--- src/rtl/cmp_share_arbiter.sv ---
// cmp_share_arbiter: round-robin sharing of one magnitude comparator among NREQ requesters,
// returning a registered gt/eq/lt result tagged with the owner id over a valid/ready port.
module cmp_share_arbiter #(
    parameter int N = 32,
    parameter int NREQ = 4,
    parameter bit SIGNED = 1'b0,
    localparam int IDW = $clog2(NREQ)
) (
    input  logic              clk,
    input  logic              rst_n,
    input  logic [NREQ-1:0]   req,
    input  logic [NREQ*N-1:0] ip1_bus,
    input  logic [NREQ*N-1:0] ip2_bus,
    output logic [NREQ-1:0]   gnt,
    output logic              busy,
    output logic              rsp_valid,
    input  logic              rsp_ready,
    output logic [IDW-1:0]    rsp_id,
    output logic              rsp_gt,
    output logic              rsp_eq,
    output logic              rsp_lt
);
    typedef enum logic [1:0] {IDLE, GRANT, CMP, RESP} state_t;
    state_t state_q;
    logic [IDW-1:0] ptr_q, win_d;
    logic found_d;
    logic [IDW:0] idx;
    logic [N-1:0] op1_q, op2_q;
    logic [N-1:0] ip1_a [NREQ];
    logic [N-1:0] ip2_a [NREQ];
    logic gt_d, lt_d, eq_d;

    for (genvar i = 0; i < NREQ; i++) begin : g_slice
        assign ip1_a[i] = ip1_bus[i*N +: N];
        assign ip2_a[i] = ip2_bus[i*N +: N];
    end

    // Rotating search from ptr_q; idx wraps modulo NREQ so the first hit wins.
    always_comb begin
        found_d = 1'b0;
        win_d = '0;
        idx = '0;
        for (int j = 0; j < NREQ; j++) begin
            idx = {1'b0, ptr_q} + (IDW+1)'(j);
            if (idx >= (IDW+1)'(NREQ)) idx = idx - (IDW+1)'(NREQ);
            if (!found_d && req[idx[IDW-1:0]]) begin
                found_d = 1'b1;
                win_d = idx[IDW-1:0];
            end
        end
    end

    assign gt_d = SIGNED ? ($signed(op1_q) > $signed(op2_q)) : (op1_q > op2_q);
    assign lt_d = SIGNED ? ($signed(op1_q) < $signed(op2_q)) : (op1_q < op2_q);
    assign eq_d = (op1_q == op2_q);

    always_ff @(posedge clk) begin
        if (!rst_n) begin
            state_q   <= IDLE;
            ptr_q     <= '0;
            gnt       <= '0;
            busy      <= 1'b0;
            rsp_valid <= 1'b0;
            rsp_id    <= '0;
            rsp_gt    <= 1'b0;
            rsp_eq    <= 1'b0;
            rsp_lt    <= 1'b0;
            op1_q     <= '0;
            op2_q     <= '0;
        end else begin
            case (state_q)
                IDLE: if (found_d) begin
                    state_q <= GRANT;
                    busy    <= 1'b1;
                    gnt     <= NREQ'(1) << win_d;
                    rsp_id  <= win_d;
                    op1_q   <= ip1_a[win_d];
                    op2_q   <= ip2_a[win_d];
                end
                GRANT: begin
                    state_q <= CMP;
                    gnt     <= '0;
                end
                CMP: begin
                    state_q   <= RESP;
                    rsp_valid <= 1'b1;
                    rsp_gt    <= gt_d;
                    rsp_eq    <= eq_d;
                    rsp_lt    <= lt_d;
                end
                RESP: if (rsp_ready) begin
                    state_q   <= IDLE;
                    busy      <= 1'b0;
                    rsp_valid <= 1'b0;
                    ptr_q     <= (rsp_id == IDW'(NREQ-1)) ? '0 : rsp_id + 1'b1;
                end
                default: state_q <= IDLE;
            endcase
        end
    end
endmodule
--- config.mk ---
export PLATFORM = sky130hd
export DESIGN_NAME = cmp_share_arbiter
export DESIGN_NICKNAME = d
export VERILOG_FILES = /design/src/rtl/cmp_share_arbiter.sv
export SDC_FILE = /design/constraint.sdc
export NUM_CORES = 1
export LEC_CHECK = 0
export ABC_AREA = 1
export CAP_MARGIN = 0
export CORE_MARGIN = 4
export CORE_UTILIZATION = 49
export CTS_CLUSTER_DIAMETER = 80
export DETAILED_ROUTE_END_ITERATION = 7
export GPL_TIMING_DRIVEN = 0
export PLACE_DENSITY_LB_ADDON = 0.08
export SETUP_SLACK_MARGIN = 0.15
export SLEW_MARGIN = 10
export SYNTH_ARGS = -nofsm -noshare
export SYNTH_HDL_FRONTEND = slang
export SYNTH_SLANG_ARGS = --single-unit
--- constraint.sdc ---
create_clock -name clk -period 4.28 [get_ports clk]
set_input_delay 0.856 -clock clk [delete_from_list [all_inputs] [get_ports clk]]
set_output_delay 0.856 -clock clk [all_outputs]
set_load 0.02 [all_outputs]
# Word level (Yosys, flattened, before mapping)
# Index checks and enable logic that the tools add are counted.
dict set report word_totals {
  regBits 79
}
dict set report op_classes {
  add_sub_neg 8
  order_cmp 11
  n_eq_ne 7
  n_shift 1
  n_mux 36
  n_bitwise 1
  n_reduce_logical 16
}
# operator n
set ops {}
lappend ops {{32-bit binary-select mux with 2-bit select} 2}
lappend ops {{32-bit two-way mux} 4}
lappend ops {{32-bit equality test} 1}
lappend ops {{32-bit greater-than comparator} 1}
lappend ops {{32-bit less-than comparator} 1}
lappend ops {{2-bit two-way mux} 11}
lappend ops {{3-bit greater-or-equal comparator (second input constant)} 4}
lappend ops {{2-bit by 3-bit less-than comparator with 1-bit output (second input constant)} 4}
lappend ops {{1-bit two-way mux} 10}
lappend ops {{2-bit AND reduction} 5}
lappend ops {{1-bit binary-select mux with 2-bit select} 4}
lappend ops {{2-bit case mux with 4 select lines} 1}
lappend ops {{4-bit case mux with 2 select lines} 1}
lappend ops {{2-bit by 1-bit subtractor with 2-bit output (second input constant)} 4}
lappend ops {{2-bit by 2-bit adder with 3-bit output (second input constant)} 2}
lappend ops {{2-bit equality test (second input constant)} 3}
lappend ops {{2-bit nonzero test} 3}
lappend ops {{4-bit two-way mux} 1}
lappend ops {{2-bit != test (second input constant)} 2}
lappend ops {{1-bit case mux with 2 select lines} 2}
lappend ops {{1-bit by 2-bit << shifter with 4-bit output (first input constant)} 1}
lappend ops {{2-bit by 1-bit adder with 3-bit output (second input constant)} 1}
lappend ops {{2-bit by 3-bit greater-or-equal comparator with 1-bit output (second input constant)} 1}
lappend ops {{1-bit logical AND} 3}
lappend ops {{other kinds (6)} 8}

# Logic depth before layout (Yosys ltp)
# Gate-level depths: netlist of run 1.
dict set report depth {
  word_depth 18
  mapped_depth 18
  depth_no_buf 15
}

# Worst setup path after synthesis of run 1
# No wires, ideal clock.
dict set report synth_timing {
  path_type {input port to flip-flop}
  from {input port req[3]}
  to {register op2_q[3]}
  setup_ps 109
  arrival_time_ps 2105
  path_slack_ps 2065
  cell_stages 14
  path_buffers 2
  cell_sequence {inv_1 nand2_1 nand3_1 nand2_1 nor2_4 nand3_1 nand3_1 nand2_2 buf_4 buf_2 nand2_1 nand3_1 nand2_1 inv_1}
}
dict set report synth_between {
  elab_chain_len 16
  elab_cells_between_ends 27
  cone_classes {mux: 19; bitwise: 1; reduce/logical: 7}
}
# element line_no
set synth_lines {}
lappend synth_lines {{from (decl)} 11} ;# input logic [NREQ-1:0] req,
lappend synth_lines {{1-bit binary-select mux with 2-bit select} 46} ;# if (!found_d && req[idx[IDW-1:0]]) begin
lappend synth_lines {{1-bit two-way mux (implied by the code)} 46}
lappend synth_lines {{1-bit two-way mux} 46}
lappend synth_lines {{1-bit logical NOT} 46}
lappend synth_lines {{1-bit logical AND} 46}
lappend synth_lines {{1-bit two-way mux} 46}
lappend synth_lines {{1-bit logical NOT} 46}
lappend synth_lines {{1-bit logical AND} 46}
lappend synth_lines {{1-bit two-way mux} 46}
lappend synth_lines {{1-bit logical NOT} 46}
lappend synth_lines {{1-bit logical AND} 46}
lappend synth_lines {{2-bit two-way mux} 46}
lappend synth_lines {{2-bit inverter with 3-bit output (implied by the code)} 78} ;# op2_q <= ip2_a[win_d];
lappend synth_lines {{32-bit binary-select mux with 2-bit select} 78}
lappend synth_lines {{32-bit two-way mux (implied by the code) (2 in series)} 78}
lappend synth_lines {{to (signal assigned)} 78}
lappend synth_lines {{to (decl)} 28} ;# logic [N-1:0] op1_q, op2_q;
# Several ways; a longest one is shown, not always the timed one. The select of a mux whose other input is x is not followed.
# A chain may end at the register's enable or synchronous reset.

# Worst setup path in the final report of run 1
dict set report layout_timing {
  from {input port req[3]}
  to {register op2_q[0]}
}
# The elaborated chain is that of the path after synthesis.

==> results of run 1 <==
layout by cell type (no fill, tap or decap), drive strengths merged:
cell type      instances
clkinvlp               2
o211ai                 2
nand4                134
nand3                 75
inv                  122
clkdlybuf4s50        273
nand2                515
nand3b                 1
nor2                  78
a211oi                 1
bufinv                 1
dfxtp                 79
clkbuf                22
clkinv                 3
nor3                   2
ha                    38
a21oi                 64
buf                   78
nor4                   2
o21ai                 16
metrics by stage:
step | setup WS, ns | utilization | std cells
2_1_floorplan | 2.07 | - | 1219
3_3_place_gp | 1.19 | 0.714 | 1672
3_5_place_dp | 1.13 | 0.714 | 1672
4_1_cts | 1.48 | 0.736 | 1688
5_1_grt | 1.30 | 0.736 | 1688
6_report | 1.44 | 0.736 | 1688
cell families after synthesis:
family                   share of synthesized area
flip-flops                                   0.227
AO/OA/AOI/OAI                               0.0613
AND/OR/NAND/NOR                              0.504
adder cells (fa/ha/maj)                     0.0684
buffers and inverters                        0.139
layer usage:
layer,GRT usage,vias up,part of all wire
met1,0.394,4004,0.40
li1,-,4517,-
met3,0.0510,70,0.069
met2,0.542,382,0.49
met4,0.132,0,0.040
met5,0,-,0
registers in the layout, summed over array words and instances (netlist names), 2 cells and up:
name / cells
op1_q: 32
op2_q: 32
rsp_id: 2
state_q: 2
gnt: 4
ptr_q: 2
power groups by stage:
stage	clock (mW)	sequential, mW	combinational, mW
after floorplan	0	1.27	2.61
after global placement	0	1.29	3.68
after detailed placement	0	1.30	3.78
after CTS	0.773	1.29	3.82
after global routing	0.814	1.33	4.33
final	0.773	1.29	3.86
cell type report:
cell class | instances | area share
Multi-Input combinational cell | 928 | 0.432
Timing Repair Buffer | 273 | 0.268
Sequential cell | 79 | 0.155
Buffer | 91 | 0.0497
Inverter | 121 | 0.0447
Clock buffer | 9 | 0.0221
Tap cell | 180 | 0.0221
Clock inverter | 7 | 0.00711
worst min path at each step:
stage / endpoint / slack, ns / cells past startpoint
final: gnt[2] / 0.46 / 2
after global placement: gnt[2] / 0.45 / 2
after floorplan: state_q[1] / 0.51 / 2
after global routing: gnt[3] / 0.51 / 2
after CTS: gnt[2] / 0.47 / 2
after detailed placement: gnt[2] / 0.46 / 2
worst min-delay path, stage by stage (launching register included):
cell     delay (ns)
dfxtp_1        0.31
nand2_1        0.06
a21oi_1        0.05
==> results.cfg, run 1 <==
[sta]
max_slew_margin = 0.524
setup_tns_ns = 0
hold-worst-slack_ns = 0.465
hold_violations = 0
worst_pin_slew_ns = 0.707
finClkSkew_ns = 0.00538
post-route-period-util = 0.663
period_needed_ns = 2.84
fmax_mhz = 352
setup_viol = 0
rsz0062_at_grt = no
final-max-slew-violation-count = 0

[global_route]
grt_max_degree = 15
grt_usage = 0.316
grt_pass1_vias = 8197
antenna_found_initial = 0
grt_pass1_wl_um = 40900
grt-ovfl-total = 0

[yosys]
synth_most_common_cell = nand2_1
syn_inst = 1219
synth_area_mm2 = 0.00696
synth_common_cells = nand2_1, nand4_1, inv_1
synthFlopType = dfxtp_1
async_reset_ff_frac = 0
synth-edff-count = 0
ys_ff_latch = 79
synth.distinct_cells = 27
synth.yosys.seq_area_share = 0.227
post_synth.cell_area_avg_um2 = 5.71
yosys_warnings = 0
synth.area.top_cells = nand2_1, dfxtp_1, nand4_1, ha_1, inv_1
netlist.top_cell.by_area = nand2_1
synthesis.nets = 1520
synth_top_area_share = 0.276

[worst_setup_path]
setup.worst_path.class = input pin to flop
reg2reg_slack_ns = 1.97
path_depth = 15
crit_fanout = 10
path_cells = clkdlybuf4s50_1 > inv_1 > nand2_1 > nand3_1 > nand2_1 > inv_1 > nand3_1 > buf_2 > buf_2 > nand4_1 > nand2_1 > nand2_1 > nand3_1 > nand2_1 > inv_1
cp-start-kind = input pin
crit_end = op2_q[0]
cp_top_family = buffers and inverters
crit_top_cell = nand2_1
crit_start = req[3]
end_kind = flop
critPathBufInv = 6
slowest_delay_ns = 0.48
worstPathRequired_ns = 4.57
r2r_end = op2_q[0]
r2r-start = ptr_q[0]
cpMaxStageDelayCell = clkdlybuf4s50_1
worstPathArrival_ns = 3.13
reg2reg_depth = 15

[power_and_ir_drop]
p_clk_frac = 0.130
p_switching_mw = 2.91
seqPwrFrac = 0.218
leakagePower_nw = 5.28
power.density_mw_per_mm2 = 580
finalPower_mw = 5.92
ir_drop_v = 0.000359
p_int_mw = 3.02
combPwrFrac = 0.651
sw_frac_of_total = 0.490

[route]
drt_iter0_drc = 657
wl_um = 26800
first_pass_iters = 6
antenna_left = 0
drc = 0
vias = 8973
wl_per_cell_um = 15.9
via_per_inst = 5.32

[clock_tree]
clkLatencyLatePin_ns = 0.34
numClockSinks = 79
cts_buffer_depth = 2
clockRootBuffer = clkbuf_16
htreeDepth = 3
cts_tree = yes
hold_buffers = 0
postCtsSetupRepairBufs = 0
cts.repair.resized = 0
cts.reportedPaths.clkPinSlew_ns = 0.06
cts_buffers = 9

[floorplan]
initial_core_util = 0.501
dieWidth_um = 127
ios = 274
core-area_mm2 = 0.0139
die_area_mm2 = 0.0162
die_h_um = 127
rows = 43

[finish]
seqCellArea_mm2 = 0.00158
diodes = 0
fin_area_mm2 = 0.0102
syn2layout_area_growth_pct = 46.8
fill_cells = 1239
drive_gt1_frac = 0.0676
multi_input_area_mm2 = 0.00441
nNetsFinal = 1804

[min_path]
hp-start = gnt[2]
hold_class = flop to flop

[placed_design]
place_hpwl_um = 21100
place_congestion = 0.966
postPlaceCellArea_mm2 = 0.00991
port-buffer-count = 273

[run]
cap_violations = 0

[run_status]
outcome = completed
Note: power is estimated with default switching activity, not from simulation.
==> run 2: changes to the inputs <==
--- a/config.mk
+++ b/config.mk
@@ -8,7 +8,7 @@
 export ABC_AREA = 1
 export CAP_MARGIN = 0
 export CORE_MARGIN = 4
-export CORE_UTILIZATION = 49
+export CORE_UTILIZATION = 41
 export CTS_CLUSTER_DIAMETER = 80
 export DETAILED_ROUTE_END_ITERATION = 7
 export GPL_TIMING_DRIVEN = 0
==> constraint.sdc (replaced) <==
create_clock -name clk -period 2.4 [get_ports clk]
set_input_delay 0.48 -clock clk [delete_from_list [all_inputs] [get_ports clk]]
set_output_delay 0.48 -clock clk [all_outputs]
set_load 0.02 [all_outputs]
==> run 2 against run 1 <==
Effect of this change:
- combinational power grew 99%
- critical path type is now flop to flop
- die area grew 18%
- first-iteration DRC count shrank 7.6%
- via count shrank 0.69%
- register-to-register slack lost 1.8 ns
- critical path depth grew 2
- largest cell class unchanged
- core utilization shrank 7.2 points
- sequential share of layout area shrank 1.1 points
- worst setup slack lost 1.2 ns
- sequential power grew 78%
- total power grew 92%
- cell count grew 3.3%
==> results.cfg, run 2 (synthesized netlist as in run 1, its figures left out) <==
[run]
cap_violations = 0

[clock_tree]
cts_buffers = 9
cts.reportedPaths.clkPinSlew_ns = 0.07
clkLatencyLatePin_ns = 0.34
htreeDepth = 3
clockRootBuffer = clkbuf_16
numClockSinks = 79
cts_buffer_depth = 2
cts_tree = yes
hold_buffers = 0

[sta]
setup_viol = 0
hold_violations = 0
period_needed_ns = 2.21
final-max-slew-violation-count = 0
setup_tns_ns = 0
max_slew_margin = 0.479
worst_pin_slew_ns = 0.774
fmax_mhz = 453
post-route-period-util = 0.919
rsz0062_at_grt = yes
finClkSkew_ns = 0.0103

[route]
first_pass_iters = 5
wl_met2_um = 14300
antenna_left = 0
routed.top_layer = met4
via_per_inst = 5.11
dr_wl_met3_um = 1550
drc = 0
wl_per_cell_um = 16.3
drt_iter0_drc = 607
routedLengthMet1_um = 12000
wl_um = 28400
vias = 8911

[worst_setup_path]
reg2reg_slack_ns = 0.19
slowest_delay_ns = 0.32
setup.worst_path.class = flop to flop
cpMaxStageDelayCell = dfxtp_2
crit_fanout = 10
worstPathArrival_ns = 2.44
critPathBufInv = 5
worstPathRequired_ns = 2.63
path_cells = buf_8 > inv_8 > nand2_1 > nand2_4 > nand2_2 > nand2_2 > nor2_4 > nand3_4 > nand3_4 > clkbuf_16 > clkbuf_16 > nand2_1 > nand2_1 > nand2_1 > nand3_1 > nand2_1 > inv_1
cp-start-kind = flop
cp_top_family = simple AND/OR/NAND/NOR gates
end_kind = flop
crit_top_cell = nand2_1

[global_route]
grt_pass1_wl_um = 41600
grt-ovfl-total = 0
grt_max_degree = 15
grt_pass1_vias = 8094
grt_usage = 0.265
antenna_found_initial = 0

[finish]
final_cell_mix = nand2_1, clkdlybuf4s50_1, nand4_1, inv_1
layout_commonest_cell = nand2_1
fin_area_mm2 = 0.0110
syn2layout_area_growth_pct = 58.2
drive_gt1_frac = 0.117
diodes = 0
final_util = 0.664
nNetsFinal = 1820
fill_cells = 1601
top_regs = op1_q: 32 flops, op2_q: 32 flops, gnt: 4 flops

[placed_design]
place_hpwl_um = 21200
port-buffer-count = 273
postPlaceCellArea_mm2 = 0.00996
place_congestion = 0.888

[floorplan]
dieWidth_um = 138
die_area_mm2 = 0.0191
rows = 47
die_h_um = 138
ios = 274
initial_core_util = 0.419
core-area_mm2 = 0.0166

[power_and_ir_drop]
leakagePower_nw = 5.66
ir_drop_v = 0.000513
power.density_mw_per_mm2 = 1040
finalPower_mw = 11.4

[min_path]
hold_class = flop to flop

[run_status]
outcome = completed
## run 2: per-layer routing
metal,vias to the layer above,GRT usage
met3,33,0.0335
met1,4035,0.348
li1,4562,-
met5,-,0
met4,0,0.0577
met2,281,0.467
## run 2: path summary, 6_finish.rpt
check	endpoint	cells past startpoint	from
worst max register to register	op1_q[21]	17	ptr_q[0]
worst min-delay path	gnt[0]	2	gnt[0]
worst max-delay path	op1_q[21]	17	ptr_q[0]
worst min register to register	gnt[0]	2	gnt[0]
## run 2: repair_timing
item / CTS / global route
setup endpoints to repair: 64 / 68
cloned: 0 / 10
buffers inserted: 0 / 6
gates resized for setup: 22 / 141
pin swaps: 2 / 27
## run 2: power breakdown
part	switching (mW)	leakage (nW)	internal, mW	total (mW)
clock network	0.562	0.149	0.839	1.40
logic	4.54	4.86	3.16	7.70
registers	0.342	0.656	1.96	2.30
## run 2: area by class of cell
type                            instances  area, um^2  area share
Multi-Input combinational cell        929        4640       0.421
Inverter                              121         464      0.0422
Clock inverter                          6        68.8     0.00625
Clock buffer                           10         239      0.0217
Tap cell                              220         275      0.0250
Buffer                                 91         717      0.0651
Timing Repair Buffer                  288        3020       0.274
Sequential cell                        79        1590       0.144
## run 2: tightest hold or removal path: cells and delay by family (launching register included)
family	cells	cell delay, ns
flops	1	0.31
simple gates	1	0.06
compound gates	1	0.05
## run 2: per-stage QoR
stage / worst slack [ns] / std cells / hold WS (ns)
4_1_cts: 0.155 / 1728 / 0.467
6_report: 0.194 / 1744 / 0.467
3_3_place_gp: -0.333 / 1712 / 0.454
5_1_grt: 0.0734 / 1744 / 0.483
3_5_place_dp: -0.362 / 1712 / 0.457
2_1_floorplan: 0.561 / 1219 / 0.512
